$ cat src/rtl/mem_access_ctrl.sv
// mem_access_ctrl
//   Sequencer between the CPU load/store stage and the byte-addressed RAM.
//   It accepts one request at a time and checks its size and alignment. It
//   then runs the RAM memFuncActive/memFuncComplete handshake, keeping the
//   address, size and direction stable. The response is the zero- or
//   sign-extended load result, or an error code.
//
// Ports
//   Clk, nReset        clock (rising edge), asynchronous active-low reset
//   reqValid/reqReady  request handshake; the requester holds reqValid and
//                      the request fields until an edge where both are high
//   reqWrite/reqSize/reqSigned/reqAddr/reqData  request fields
//   respValid          one-cycle response pulse
//   respData/respError/errCode  response fields, held until the next response
//   memFuncActive/readWrite/address/dataSize/memDataIn  to the RAM
//   memDataOut/memFuncComplete                          from the RAM
//   dbg_state          current FSM state, for observation only
//
// Handshake: a request transfers on a rising edge with reqValid & reqReady.
// reqReady is high only in IDLE (and never during reset). respValid has no
// back-pressure; it is a single-cycle pulse.
module mem_access_ctrl #(
  parameter int ADDR_WIDTH = 9,
  parameter int TIMEOUT    = 15
) (
  input  logic                  Clk,
  input  logic                  nReset,
  input  logic                  reqValid,
  input  logic                  reqWrite,
  input  logic [1:0]            reqSize,
  input  logic                  reqSigned,
  input  logic [ADDR_WIDTH-1:0] reqAddr,
  input  logic [31:0]           reqData,
  output logic                  reqReady,
  output logic                  respValid,
  output logic [31:0]           respData,
  output logic                  respError,
  output logic [1:0]            errCode,
  output logic                  memFuncActive,
  output logic                  readWrite,
  output logic [ADDR_WIDTH-1:0] address,
  output logic [1:0]            dataSize,
  output logic [31:0]           memDataIn,
  input  logic [31:0]           memDataOut,
  input  logic                  memFuncComplete,
  output logic [2:0]            dbg_state
);

  typedef enum logic [2:0] {
    S_IDLE   = 3'd0,
    S_SETUP  = 3'd1,
    S_ACTIVE = 3'd2,
    S_WAIT   = 3'd3,
    S_RESP   = 3'd4
  } state_t;

  localparam logic [1:0] ERR_OK    = 2'b00;
  localparam logic [1:0] ERR_ALIGN = 2'b01;
  localparam logic [1:0] ERR_SIZE  = 2'b10;
  localparam logic [1:0] ERR_TMO   = 2'b11;

  localparam logic [7:0] TMO_LAST = 8'(TIMEOUT - 1);

  state_t state, next_state;

  logic                  rw_q;
  logic [ADDR_WIDTH-1:0] addr_q;
  logic [1:0]            size_q;
  logic [31:0]           data_q;
  logic                  signed_q;
  logic                  active_q;
  logic [7:0]            wait_cnt;
  logic                  resp_error_q;
  logic [1:0]            err_code_q;
  logic [31:0]           resp_data_q;

  logic       accept;
  logic [1:0] chk_err;
  logic       timed_out;
  logic [31:0] load_ext;

  assign accept = reqValid && (state == S_IDLE);

  // Size is checked before alignment, so an illegal size wins.
  always_comb begin
    chk_err = ERR_OK;
    if (reqSize == 2'b10)
      chk_err = ERR_SIZE;
    else if (reqSize == 2'b01 && reqAddr[0])
      chk_err = ERR_ALIGN;
    else if (reqSize == 2'b11 && reqAddr[1:0] != 2'b00)
      chk_err = ERR_ALIGN;
  end

  // The counter holds the number of WAIT edges already seen without
  // completion. The edge that would make it reach TIMEOUT aborts instead.
  assign timed_out = !memFuncComplete && (wait_cnt == TMO_LAST);

  always_comb begin
    load_ext = memDataOut;
    case (size_q)
      2'b00:   load_ext = {{24{signed_q & memDataOut[7]}},  memDataOut[7:0]};
      2'b01:   load_ext = {{16{signed_q & memDataOut[15]}}, memDataOut[15:0]};
      default: load_ext = memDataOut;
    endcase
  end

  always_ff @(posedge Clk or negedge nReset) begin
    if (!nReset) state <= S_IDLE;
    else         state <= next_state;
  end

  always_comb begin
    next_state = state;
    case (state)
      S_IDLE: begin
        if (accept) next_state = (chk_err != ERR_OK) ? S_RESP : S_SETUP;
      end
      S_SETUP:  next_state = S_ACTIVE;
      S_ACTIVE: next_state = S_WAIT;
      S_WAIT: begin
        if (memFuncComplete || timed_out) next_state = S_RESP;
      end
      S_RESP:   next_state = S_IDLE;
      default:  next_state = S_IDLE;
    endcase
  end

  always_ff @(posedge Clk or negedge nReset) begin
    if (!nReset) begin
      rw_q         <= 1'b0;
      addr_q       <= '0;
      size_q       <= 2'b00;
      data_q       <= 32'h0;
      signed_q     <= 1'b0;
      active_q     <= 1'b0;
      wait_cnt     <= 8'h0;
      resp_error_q <= 1'b0;
      err_code_q   <= ERR_OK;
      resp_data_q  <= 32'h0;
    end else begin
      // memFuncActive is high exactly in ACTIVE and WAIT.
      active_q <= (next_state == S_ACTIVE) || (next_state == S_WAIT);

      if (accept) begin
        if (chk_err != ERR_OK) begin
          // A rejected request leaves the RAM-side outputs untouched.
          resp_error_q <= 1'b1;
          err_code_q   <= chk_err;
          resp_data_q  <= 32'h0;
        end else begin
          rw_q     <= reqWrite;
          addr_q   <= reqAddr;
          size_q   <= reqSize;
          data_q   <= reqData;
          signed_q <= reqSigned;
        end
      end

      if (state == S_ACTIVE)
        wait_cnt <= 8'h0;
      else if (state == S_WAIT && !memFuncComplete)
        wait_cnt <= wait_cnt + 8'h1;

      if (state == S_WAIT) begin
        if (memFuncComplete) begin
          resp_error_q <= 1'b0;
          err_code_q   <= ERR_OK;
          resp_data_q  <= rw_q ? 32'h0 : load_ext;
        end else if (timed_out) begin
          resp_error_q <= 1'b1;
          err_code_q   <= ERR_TMO;
          resp_data_q  <= 32'h0;
        end
      end
    end
  end

  assign reqReady      = (state == S_IDLE) && nReset;
  assign respValid     = (state == S_RESP);
  assign respData      = resp_data_q;
  assign respError     = resp_error_q;
  assign errCode       = err_code_q;
  assign memFuncActive = active_q;
  assign readWrite     = rw_q;
  assign address       = addr_q;
  assign dataSize      = size_q;
  assign memDataIn     = data_q;
  assign dbg_state     = state;

endmodule

$ cat config.mk
export PLATFORM = sky130hd
export DESIGN_NAME = mem_access_ctrl
export DESIGN_NICKNAME = d
export VERILOG_FILES = /design/src/rtl/mem_access_ctrl.sv
export SDC_FILE = /design/constraint.sdc
export NUM_CORES = 1
export LEC_CHECK = 0
export ABC_AREA = 1
export CAP_MARGIN = 10
export CORE_ASPECT_RATIO = 2
export CORE_MARGIN = 3
export CORE_UTILIZATION = 41
export CTS_BUF_LIST = sky130_fd_sc_hd__clkbuf_4
export DETAILED_ROUTE_END_ITERATION = 10
export GPL_TIMING_DRIVEN = 0
export PLACE_DENSITY = 0.79
export SKIP_LAST_GASP = 1
export SLEW_MARGIN = 20
export SYNTH_ARGS = -nofsm -noshare
export SYNTH_HDL_FRONTEND = slang
export SYNTH_SLANG_ARGS = --single-unit
$ cat constraint.sdc
create_clock -name Clk -period 1.4 [get_ports Clk]
set_input_delay 0.28 -clock Clk [delete_from_list [all_inputs] [get_ports Clk]]
set_output_delay 0.28 -clock Clk [all_outputs]
set_load 0.02 [all_outputs]
; ---- Word-level counts from Yosys, hierarchy flattened
; Cells that the tools add are included.
; Widths: inputs -> output; s select.
[op_classes]
n_bitwise = 3
muxes = 26
n_reduce_logical = 15
addsub = 1
n_eq_ne = 11
[ops]
columns = op, count
row1 = $mux 32, 6
row2 = $pmux 32 s2, 1
row3 = $mux 8, 2
row4 = $eq 3x2->1 const B, 4
row5 = $mux 2, 6
row6 = $pmux 3 s4, 1
row7 = $mux 3, 3
row8 = $add 8x1->8 const B, 1
row9 = $eq 8x4->1 const B, 1
row10 = $mux 1, 7
row11 = $logic_and 1x1->1, 6
row12 = $reduce_bool 2->1, 3
row13 = $eq 2x1->1 const B, 2
row14 = $eq 2x2->1 const B, 2
row15 = $eq 3x1->1 const B, 1
row16 = $eq 3x3->1 const B, 1
row17 = $logic_not 3->1, 1
row18 = $and 1x1->1, 2
row19 = $logic_not 2->1, 1
row20 = $logic_or 1x1->1, 2
row21 = $reduce_and 2->1, 1
row22 = $logic_not 1->1, 1
row23 = $not 1->1, 1
[totals]
out_inout_bits = 85
reg_bits = 92
word_cells = 67

; ---- Depth between registers and ports, before layout
; Gate-level depths: netlist of the first run.
[logic_depth]
ltp_word = 11
depth_mapped = 8

; ---- Worst setup path after synthesis of the first run
; Ideal clock, no wire load.
[synth_path]
path_type = register to output
from = register state[2] (netlist: dbg_state[2])
to = output port respValid
n_path_buf = 0
stages_incl_launch_ff = 3
slack_ps = -45
t_arrival_ps = 1165
t_required_ps = 1120
cell_sequence = dfrtp_1 inv_2 nor3_1
[synth_between]
elab_chain_cells = 1
[synth_lines]
columns = element, line
row1 = start: declaration, 64  ; state_t state, next_state;
row2 = start signal: assignment, 110  ; else state <= next_state;
row3 = $eq 3x3->1, 180  ; assign respValid = (state == S_RESP);
row4 = end: declaration, 35  ; output logic respValid,
; Every way passes these cells.

; ---- Worst setup path in the final report of the first run
[layout_path]
from = register state[1] (netlist: dbg_state[1])
to = output port reqReady
[layout_between]
elab_chain_cells = 2
[layout_lines]
columns = element, line
row1 = $logic_not 3->1, 179  ; assign reqReady = (state == S_IDLE) && nReset;
row2 = $logic_and 1x1->1, 179
row3 = end: declaration, 34  ; output logic reqReady,
; Every way passes these cells.

==> results.py, run 1 <==
metrics = {
    "power": {
        "seqPwrFrac_pct": 34.9,
        "pwr_density_cell_nw_per_um2": 1870,
        "p_sw_mw": 5.33,
        "total_power_mw": 12.3,
        "clkPwrFrac_pct": 12.1,
        "p_comb_share_pct": 53.1,
        "p_leak_nw": 3.51,
        "intPower_mw": 6.93,
        "max-vdd-ir-drop_v": 0.00112,
        "switching_share_pct": 43.5,
    },
    "global_routing": {
        "grt_pass1_wl_um": 20600,
        "grt_pass1_vias": 4231,
        "antenna_found_initial": 1,
        "grt_max_degree": 72,
        "grt.total_usage_pct": 22.8,
        "gr-total-overflow": 0,
    },
    "sta": {
        "finalCritPeriodShare_pct": 115,
        "setup_viol": 92,
        "tightest_slew_ps": 543,
        "whs_ps": -346,
        "final.setup_skew_ps": 23.8,
        "rsz0062_at_grt": "true",
        "drv_slew": 0,
        "timing.fmax_mhz": 620,
        "setup_tns_ps": -8580,
        "period_needed_ps": 1610,
        "setup_ws_ps": -212,
        "slew_headroom_pct": 63.7,
        "hold_viol": 68,
    },
    "status": {
        "violations": "negative hold slack, negative setup slack",
        "outcome": "complete, but fails checks",
    },
    "synth": {
        "synth-simple-area-share_pct": 32.0,
        "yosysUniqueCellTypes": 30,
        "ys_ff_latch": 92,
        "ys_async_sr_fraction_pct": 100,
        "avgSynthCellArea_um2": 8.71,
        "ys_seq_area_share_pct": 55.4,
        "synth_edf_count": 0,
        "syn-num-nets": 560,
        "yosys_warnings": 0,
        "synth_compound_area_share_pct": 5.30,
        "synth_xor_area_share_pct": 0,
        "synth_top_family_by_area": "simple AND/OR/NAND/NOR gates",
        "synthAdderAreaFrac_pct": 0.602,
        "ys.flop_type": "dfrtp_1",
        "syn_inst": 477,
        "synth.area.mux_share_pct": 0,
        "syn_area_um2": 4160,
    },
    "drt": {
        "highest-signal-layer": "met4",
        "routed_wl_um": 13500,
        "met2_length_um": 7630,
        "dr_total_vias": 4130,
        "route.detailed.drc": 0,
        "dr.first_iter.drc_count": 262,
        "drt-met1-wl_um": 4550,
        "detail_route.first_pass.iterations": 5,
        "route.antenna.remaining_nets": 0,
        "via_per_inst": 4.86,
        "dr_wl_met3_um": 743,
        "wl_per_cell_um": 15.8,
    },
    "place": {
        "placed_cells_incl_taps": 775,
        "gp_congestion": 0.816,
        "dp_hpwl_um": 8980,
        "numPortBuffers": 165,
    },
    "floorplan": {
        "die_y_um": 148,
        "num_io_pins": 166,
        "initial_utilization_pct": 42.3,
        "dieArea_um2": 11500,
        "core-area_um2": 9830,
        "rows": 51,
        "die_x_um": 77.2,
    },
    "clock_tree": {
        "cts_buffers": 9,
        "clk_path_buf_depth": 2,
        "cts.sinks": 92,
        "tritoncts": "yes",
        "clk_latency_ps": 460,
        "cts_root_buffer": "clkbuf_4",
        "clkTransAtPathRegs_ps": 160,
        "cts_max_level": 3,
    },
    "flow_run": {
        "cap_violations": 0,
    },
    "critical_path": {
        "required_ps": 1120,
        "setup.worst_path.end_class": "output pin",
        "start_kind": "register",
        "worstPathArrival_ps": 1330,
        "critPathKind": "register to output pin",
        "critPathMaxFanout": 4,
    },
    "finish": {
        "nets": 795,
        "fin_cells": 850,
        "drive_gt1_share_pct": 32.2,
        "areaGrowthSynthToFinish_pct": 58.1,
        "final_util_pct": 66.9,
    },
    "worst_hold_path": {
        "worst_hold_path_type": "primary input to asynchronous set/reset pin",
    },
}
[through the flow]
stage / hold slack, ps / setup slack, ps / instance area, um2
2_1_floorplan: -15.6 / 12.3 / 4170
3_3_place_gp: 452 / -3740 / 5980
3_5_place_dp: 150 / -614 / 6010
4_1_cts: -376 / -242 / 6310
5_1_grt: -376 / -274 / 6570
6_report: -346 / -212 / 6570
[Yosys cell counts (3+ instances only)]
cell type	instances	share of area [%]
buf_2	5	0.60
clkbuf_8	3	0.99
o211ai_1	16	2.9
dfrtp_1	92	55
nor2_1	17	1.5
nand4_1	4	0.60
o21ai_0	14	1.7
nand2_1	220	20
nor3_1	3	0.36
a21oi_1	3	0.36
buf_6	10	2.7
inv_1	19	1.7
nand3_1	45	5.4
[routing by layer]
metal | global-route usage (%) | vias up
met5 | 0 | -
met4 | 12.0 | 0
met3 | 5.52 | 39
met2 | 43.2 | 174
met1 | 22.3 | 1912
li1 | - | 2005
[cell families after synthesis]
family,Yosys count
flops,92
compound gates,35
fa+ha+maj,2
buf+inv,43
simple gates,305
[power by group through the flow]
stage	logic [mW]	registers (mW)	clock network, mW
after floorplan	1.95	5.52	0
after global placement	5.97	4.34	0
after detailed placement	6.10	4.38	0
after CTS	6.09	4.26	1.53
after global routing	7.01	4.40	1.62
final	6.51	4.27	1.48
[placed cells by master, fill, tap and decap left out, drive strengths merged, types with 3 or more instances in the layout]
| cell type | instances |
|---|---|
| o21ai | 14 |
| nor3 | 4 |
| buf | 160 |
| o211ai | 16 |
| nand4 | 4 |
| clkdlybuf4s50 | 79 |
| nor2 | 22 |
| clkbuf | 11 |
| nand3 | 51 |
| inv | 22 |
| a21oi | 3 |
| dfrtp | 92 |
| clkinv | 4 |
| nand2 | 224 |
[state kept, by name (all words and copies together), names as in the netlist]
signal / flops
address: 9
dataSize: 2
dbg_state: 3
errCode: 2
memDataIn: 32
memFuncActive: 1
readWrite: 1
respData: 32
respError: 1
signed_q: 1
wait_cnt: 8
[critical path, stage by stage (launching register included)]
cell and delay (ps):
dfrtp_2 480, nor2_4 100, and3_4 180, buf_6 110
[final cells by class]
class / instances / area [um2]
Inverter: 22 / 93.8
Timing Repair Buffer: 222 / 1840
Antenna cell: 1 / 2.50
Tap cell: 132 / 165
Clock inverter: 6 / 63.8
Buffer: 21 / 240
Fill cell: 852 / 3260
Sequential cell: 92 / 2310
Clock buffer: 10 / 75.1
Multi-Input combinational cell: 344 / 1780
[path summary, 6_finish.rpt]
check,to,from,slack (ps),depth (start not counted)
setup / recovery,reqReady,dbg_state[1]$_DFF_PN0_,-210,3
hold / removal,memDataIn[0]$_DFFE_PN0P_,nReset,-350,1
setup reg to reg,memDataIn[20]$_DFFE_PN0P_,dbg_state[1]$_DFF_PN0_,-160,8
hold reg to reg,memDataIn[25]$_DFFE_PN0P_,memDataIn[25]$_DFFE_PN0P_,480,2
max in group asynchronous,memDataIn[31]$_DFFE_PN0P_,nReset,220,3
min in group Clk,memDataIn[27]$_DFFE_PN0P_,reqData[27],330,3
[timing repair]
| item | CTS | global route |
|---|---|---|
| endpoints found under the hold margin | 84 | 32 |
| setup buffers | 23 | 18 |
| resized for setup | 408 | 34 |
| setup endpoints to repair | 159 | 94 |
| gates cloned | 15 | 1 |
| pin swaps | 11 | 7 |
No activity file was read; power rests on OpenSTA's default activity.
==> run 2, diff against run 1 <==
Settings changed: RECOVER_POWER set to 100.
==> results of run 2 <==
Same layout as run 1: the final DEF is identical, and so are final timing and power.
